===== src/rtl/alu_bit_serial_seq.sv =====
// Bit-serial sequencer around a 1-bit logic slice: shifts operands out LSB-first
// under a fixed function select and reassembles the returned bits into a word.
module alu_bit_serial_seq #(
  parameter int WIDTH = 32,
  parameter int CW    = 6
) (
  input  logic             clk,
  input  logic             rst,
  input  logic             start,
  input  logic [3:0]       op,
  input  logic [WIDTH-1:0] src_a,
  input  logic [WIDTH-1:0] src_b,
  output logic             busy,
  output logic             done,
  output logic             err,
  output logic [WIDTH-1:0] result,
  output logic [3:0]       le_F,
  output logic             le_a,
  output logic             le_b,
  input  logic             le_x
);

  typedef enum logic [1:0] {IDLE, RUN, DONE} state_t;

  state_t           state, state_nxt;
  logic [CW-1:0]    cnt;
  logic [WIDTH-1:0] sh_a, sh_b;
  logic [3:0]       op_q;
  logic             err_q;

  // Codes 0..6 map onto slice functions; everything above is rejected.
  function automatic logic op_legal(input logic [3:0] f);
    return (f <= 4'd6);
  endfunction

  always_ff @(posedge clk or posedge rst) begin
    if (rst) state <= IDLE;
    else     state <= state_nxt;
  end

  always_comb begin
    state_nxt = state;
    case (state)
      IDLE: if (start) state_nxt = op_legal(op) ? RUN : DONE;
      RUN:  if (cnt == CW'(WIDTH - 1)) state_nxt = DONE;
      DONE: state_nxt = IDLE;
      default: state_nxt = IDLE;
    endcase
  end

  // Capture on accepted start, then one result bit per RUN cycle.
  always_ff @(posedge clk or posedge rst) begin
    if (rst) begin
      cnt    <= '0;
      sh_a   <= '0;
      sh_b   <= '0;
      op_q   <= '0;
      err_q  <= 1'b0;
      result <= '0;
    end else begin
      case (state)
        IDLE: begin
          if (start) begin
            cnt    <= '0;
            result <= '0;
            if (op_legal(op)) begin
              op_q  <= op;
              sh_a  <= src_a;
              sh_b  <= src_b;
              err_q <= 1'b0;
            end else begin
              op_q  <= '0;
              err_q <= 1'b1;
            end
          end
        end
        RUN: begin
          sh_a   <= sh_a >> 1;
          sh_b   <= sh_b >> 1;
          cnt    <= cnt + 1'b1;
          // Bits enter at the MSB so bit k lands at index k after WIDTH shifts.
          result <= {le_x, result[WIDTH-1:1]};
        end
        default: ;
      endcase
    end
  end

  // The slice only sees live values while RUN; idle and done present zeros.
  assign busy = (state != IDLE);
  assign done = (state == DONE);
  assign err  = err_q;
  assign le_F = (state == RUN) ? op_q : 4'd0;
  assign le_a = (state == RUN) & sh_a[0];
  assign le_b = (state == RUN) & sh_b[0];

endmodule

===== config.mk =====
export PLATFORM = sky130hd
export DESIGN_NAME = alu_bit_serial_seq
export DESIGN_NICKNAME = d
export VERILOG_FILES = /design/src/rtl/alu_bit_serial_seq.sv
export SDC_FILE = /design/constraint.sdc
export NUM_CORES = 1
export LEC_CHECK = 0
export BUFFER_PORTS_ARGS = -buffer_cell sky130_fd_sc_hd__buf_4
export CORE_UTILIZATION = 49
export CTS_CLUSTER_DIAMETER = 100
export DETAILED_ROUTE_END_ITERATION = 7
export HOLD_SLACK_MARGIN = 0.06
export PLACE_DENSITY = 0.76
export SKIP_LAST_GASP = 1
export SLEW_MARGIN = 25
export SYNTH_ARGS = -nofsm -noshare
export SYNTH_HDL_FRONTEND = slang
export SYNTH_SLANG_ARGS = --single-unit

===== constraint.sdc =====
create_clock -name clk -period 3.2 [get_ports clk]
set_input_delay 0.16 -clock clk [delete_from_list [all_inputs] [get_ports clk]]
set_output_delay 0.16 -clock clk [all_outputs]
set_load 0.005 [all_outputs]

Yosys cells after proc, flatten, opt, wreduce, memory -nomap -nowiden --
Cells that the tools add are included.
Word-level totals: flip-flop bits (word level) 109, latch bits 0, RAM bits 0, bits in read-only memories 0, output and inout port bits 41, word-level logic and storage cells 41, memories 0
Cells by class: add/sub/neg operators 1, multiply operators 0, div/mod/pow operators 0, $lt $le $gt $ge 1, eq/ne operators 6, shifts and indexed selects 0, muxes and demuxes 17, bitwise operators 2, reductions and logical operators 7
Operators by type and width (number):
- $pmux 32 s2 | 3
- $mux 32 | 5
- $pmux 6 s2 | 1
- $mux 4 | 2
- $add 6x1->6 const B | 1
- $eq 6x5->1 const B | 1
- $mux 2 | 3
- $mux 6 | 1
- $ne 2x2->1 const B | 3
- $reduce_and 2->1 | 3
- $le 4x3->1 const B | 1
- $pmux 2 s2 | 1
- $reduce_bool 2->1 | 2
- $reduce_and 3->1 | 1
- $and 1x1->1 | 2
- $eq 2x1->1 const B | 1
- $eq 2x2->1 const B | 1
- $logic_not 2->1 | 1
- $mux 1 | 1

Depth between registers and ports, before layout --
depth in word-level cells 4, gate-level depth with buffers 6

Worst setup path after synthesis --
No wires, ideal clock.
kind reg2reg, start register state[1], end register sh_b[0], arrival 1.297 ns, data required time 3.075 ns, slack 1.778 ns, stages on the path, launching flop included 7, buffers on the path 3, clock period less this slack 1.422 ns, cells stage by stage dfrtp_1 > buf_6 > or3b_1 > buf_6 > buf_6 > o21ai_1 > a21oi_1
On the way: longest elaborated chain between the ends 3, elaborated cells between the ends (all ways) 7, those cells by class eq/ne (3); mux (1); reduce/logical (3)
Ends and longest elaborated chain:
- from (decl) | RTL line 25 | state_t state, state_nxt;
- from (signal assigned) | RTL line 38 | else state <= state_nxt;
- $logic_not 2->1 / $eq 2x1->1 (equally long branches) | RTL line 61 | case (state)
- $ne 2x2->1 (no line) / $reduce_bool 2->1 (equally long branches)
- $reduce_and 3->1 (no line)
- to (signal assigned) | RTL line 69 | sh_b <= src_b;
- to (signal assigned) | RTL line 79 | sh_b <= sh_b >> 1;
- to (decl) | RTL line 27 | logic [WIDTH-1:0] sh_a, sh_b;
Parallel ways exist; a longest one is shown, timed or not. A chain may end at the register's enable or synchronous reset.

Final worst setup path --
start register state[1], end register sh_a[25]
On the way: longest elaborated chain between the ends 3, elaborated cells between the ends (all ways) 7, those cells by class eq/ne (3); mux (1); reduce/logical (3)
Ends and longest elaborated chain:
- $logic_not 2->1 / $eq 2x1->1 (equally long branches) | RTL line 61
- $ne 2x2->1 (no line) / $reduce_bool 2->1 (equally long branches)
- $reduce_and 3->1 (no line)
- to (signal assigned) | RTL line 68 | sh_a <= src_a;
- to (signal assigned) | RTL line 78 | sh_a <= sh_a >> 1;
- to (decl) | RTL line 27
Parallel ways exist; a longest one is shown, timed or not.

==> metrics <==
Initial DRT Pass Iterations=5; # IOs=113; clock tree buffer depth=2; vias per std cell=6.08; worst slew pin tran=843 ps; Max Fanout on Critical Path=37; Clock Latency Late Sink=370 ps; Critical Path Max Stage Delay=850 ps; chip width=104 µm; clock sink count=109; Main synth FF type=dfrtp_1; share of cells above drive strength 1=0.254; pwr dens=777 nW/µm²; Starting Density=0.515; Seq/Total Area, Yosys=0.535; die boundary height=104 µm; Slew HR=0.438; syn_area_per_cell=10.0 µm²; # port buffers=112; number of diodes=0; library cells used by synthesis=34; Tmin final=2140 ps; Core Box Area=9910 µm²; DRC=0; Sw Ratio=0.383; Net Sw Power=1.84 mW; Async SR Flop Fraction=1.00; Worst Hold Class=input port to register; Yosys top cell area share=0.535; Cells after Synth=508; Row Count=36; gp weighted congestion=0.772; PostCTS Resize Cnt=0; Setup Skew=11.2 ps; total grt overflow=0; total number of vias=4,428; final slew viol count=0; initial antenna violation count=0; clk slew on worst S/H paths=110 ps; list of most frequent post-synthesis cells=dfrtp_1 (109), a21oi_1 (62), nor2_1 (62); Yosys reg bits=109; largest net degree at the start of global routing=92; CTS tree=yes; Reg2Reg Depth=4; hold slack final=78.7 ps; Worst Hold Depth=3; outcome=complete, no violations; area post-placement=5910 µm²; CTS Buf Count=9; Multi-input gate area=2070 µm²; Final period util=0.668; synth warn=0; critical path cell sequence=or3b_2 > buf_4 > o21ai_1 > a21oi_1; Fin Setup TNS=0 ps; Max VDD drop=477 µV; Layout area overhead=21.1%; ANT nets after route=0; Reg power frac=0.449; Routed WL per cell=16.8 µm; Pleak=2.68 nW; die area=10,800 µm²; DPL Wire Length=7300 µm; first-pass GRT wire length=20,300 µm; final setup fails=0; leading post-synthesis cells by cell area=dfrtp_1 (53%), a41oi_1 (10%), a21oi_1 (6.1%), a22o_1 (5.7%), o21ai_1 (5.5%); Post-CTS Hold Buffers=5; Synth area leader=dfrtp_1; FF+latch area=2730 µm²; Fillers=817; syn nets=581; Combinational Power Share=0.382; count leader, synth=dfrtp_1; CTS Root Cell=clkbuf_8; Max-Cap Viols=0; Worst Path Required=3450 ps; CP max stage cell=or3b_2; post-route cell area=6170 µm²; # H-tree levels=3; vias in the first global route=4,210; Post-synth EDFFs=0; final hold vios=0; Setup crit end kind=register; Post-Route WL=12,200 µm; clock share of power=0.169; Setup CP Type=register to register; post-synthesis cell area=5100 µm²; Nets=663; RSZ-0062 raised after global routing=no; DRT iter0 DRCs=288; Setup Buffers After CTS=0; Crit path arrival time=2390 ps; Total GRT Usage=0.231; fmax=0.468 GHz; CP Launch Type=register; cell-internal power=2.96 mW
-- registers in the layout, summed over array words and instances, names as in the netlist --
signal,flops
cnt,6
err,1
op_q,4
result,32
sh_a,32
sh_b,32
state,2
-- cells by family after synthesis --
logic type               count (synthesis)  synth area share
AND/OR/NAND/NOR                        102            0.0903
AO/OA/AOI/OAI                          235             0.306
buffers and inverters                   59            0.0633
flip-flops                             109             0.535
adder cells (fa/ha/maj)                  1           0.00245
XOR/XNOR                                 2           0.00344
-- cells in the final DEF (no fill, tap or decap), drive strengths merged, types with 2 or more instances in the layout --
cell and n:
a21oi 62, a22o 33, a31oi 4, a41oi 59, and2 7, buf 121, clkbuf 9, clkinv 2
dfrtp 109, dlygate4sd3 7, inv 6, nand2 12, nand2b 2, nand3 3, nand4 5, nor2 63
nor2b 2, o21ai 73, or3b 3, xor2 2
-- metal layers --
metal	routed length, µm	global-route usage	vias up
met5	0	0	-
met4	109	0.0571	0
met3	908	0.0752	8
met2	5880	0.363	164
met1	5330	0.311	2187
li1	-	-	2069
-- critical path: cells and delay by family, from the launching register on --
family | cells | cell delay, ps
AND/OR/NAND/NOR | 1 | 850
flip-flops | 1 | 520
buffers and inverters | 1 | 370
AO/OA/AOI/OAI | 2 | 260
-- worst paths after layout --
kind	to	start	slack [ps]
min in group asynchronous	result[25]$_DFFE_PP0P_	rst	480
max in group asynchronous	sh_b[13]$_DFFE_PP0P_	rst	2030
worst max-delay path	sh_a[25]$_DFFE_PP0P_	state[1]$_DFFE_PP0P_	1060
worst min register to register	op_q[2]$_DFFE_PP0P_	op_q[2]$_DFFE_PP0P_	490
worst max register to register	sh_a[25]$_DFFE_PP0P_	state[1]$_DFFE_PP0P_	1060
worst min-delay path	sh_a[30]$_DFFE_PP0P_	src_a[30]	80
-- layout make-up --
class | instances | area share
Tap cell | 133 | 0.0270
Multi-Input combinational cell | 340 | 0.336
Inverter | 2 | 0.00203
Clock inverter | 7 | 0.0105
Sequential cell | 109 | 0.442
Clock buffer | 9 | 0.0201
Timing Repair Buffer | 128 | 0.163
-- through the flow --
step                 util  total power [mW]  cells  worst slack [ps]
CTS                 0.621              4.81    726              1080
global placement    0.596              3.88    705              1190
floorplan               -              3.49    508               166
detailed placement  0.596              3.99    705              1110
finish              0.623              4.79    728              1060
global route        0.623              5.17    728               890
-- power by group through the flow --
stage	Combinational, mW	Clock, mW	Sequential [mW]
final	1.83	0.811	2.15
after global routing	2.07	0.889	2.21
after CTS	1.84	0.828	2.15
after detailed placement	1.83	0	2.17
after global placement	1.74	0	2.15
after floorplan	1.40	0	2.09
(Power assumes the default switching activity.)
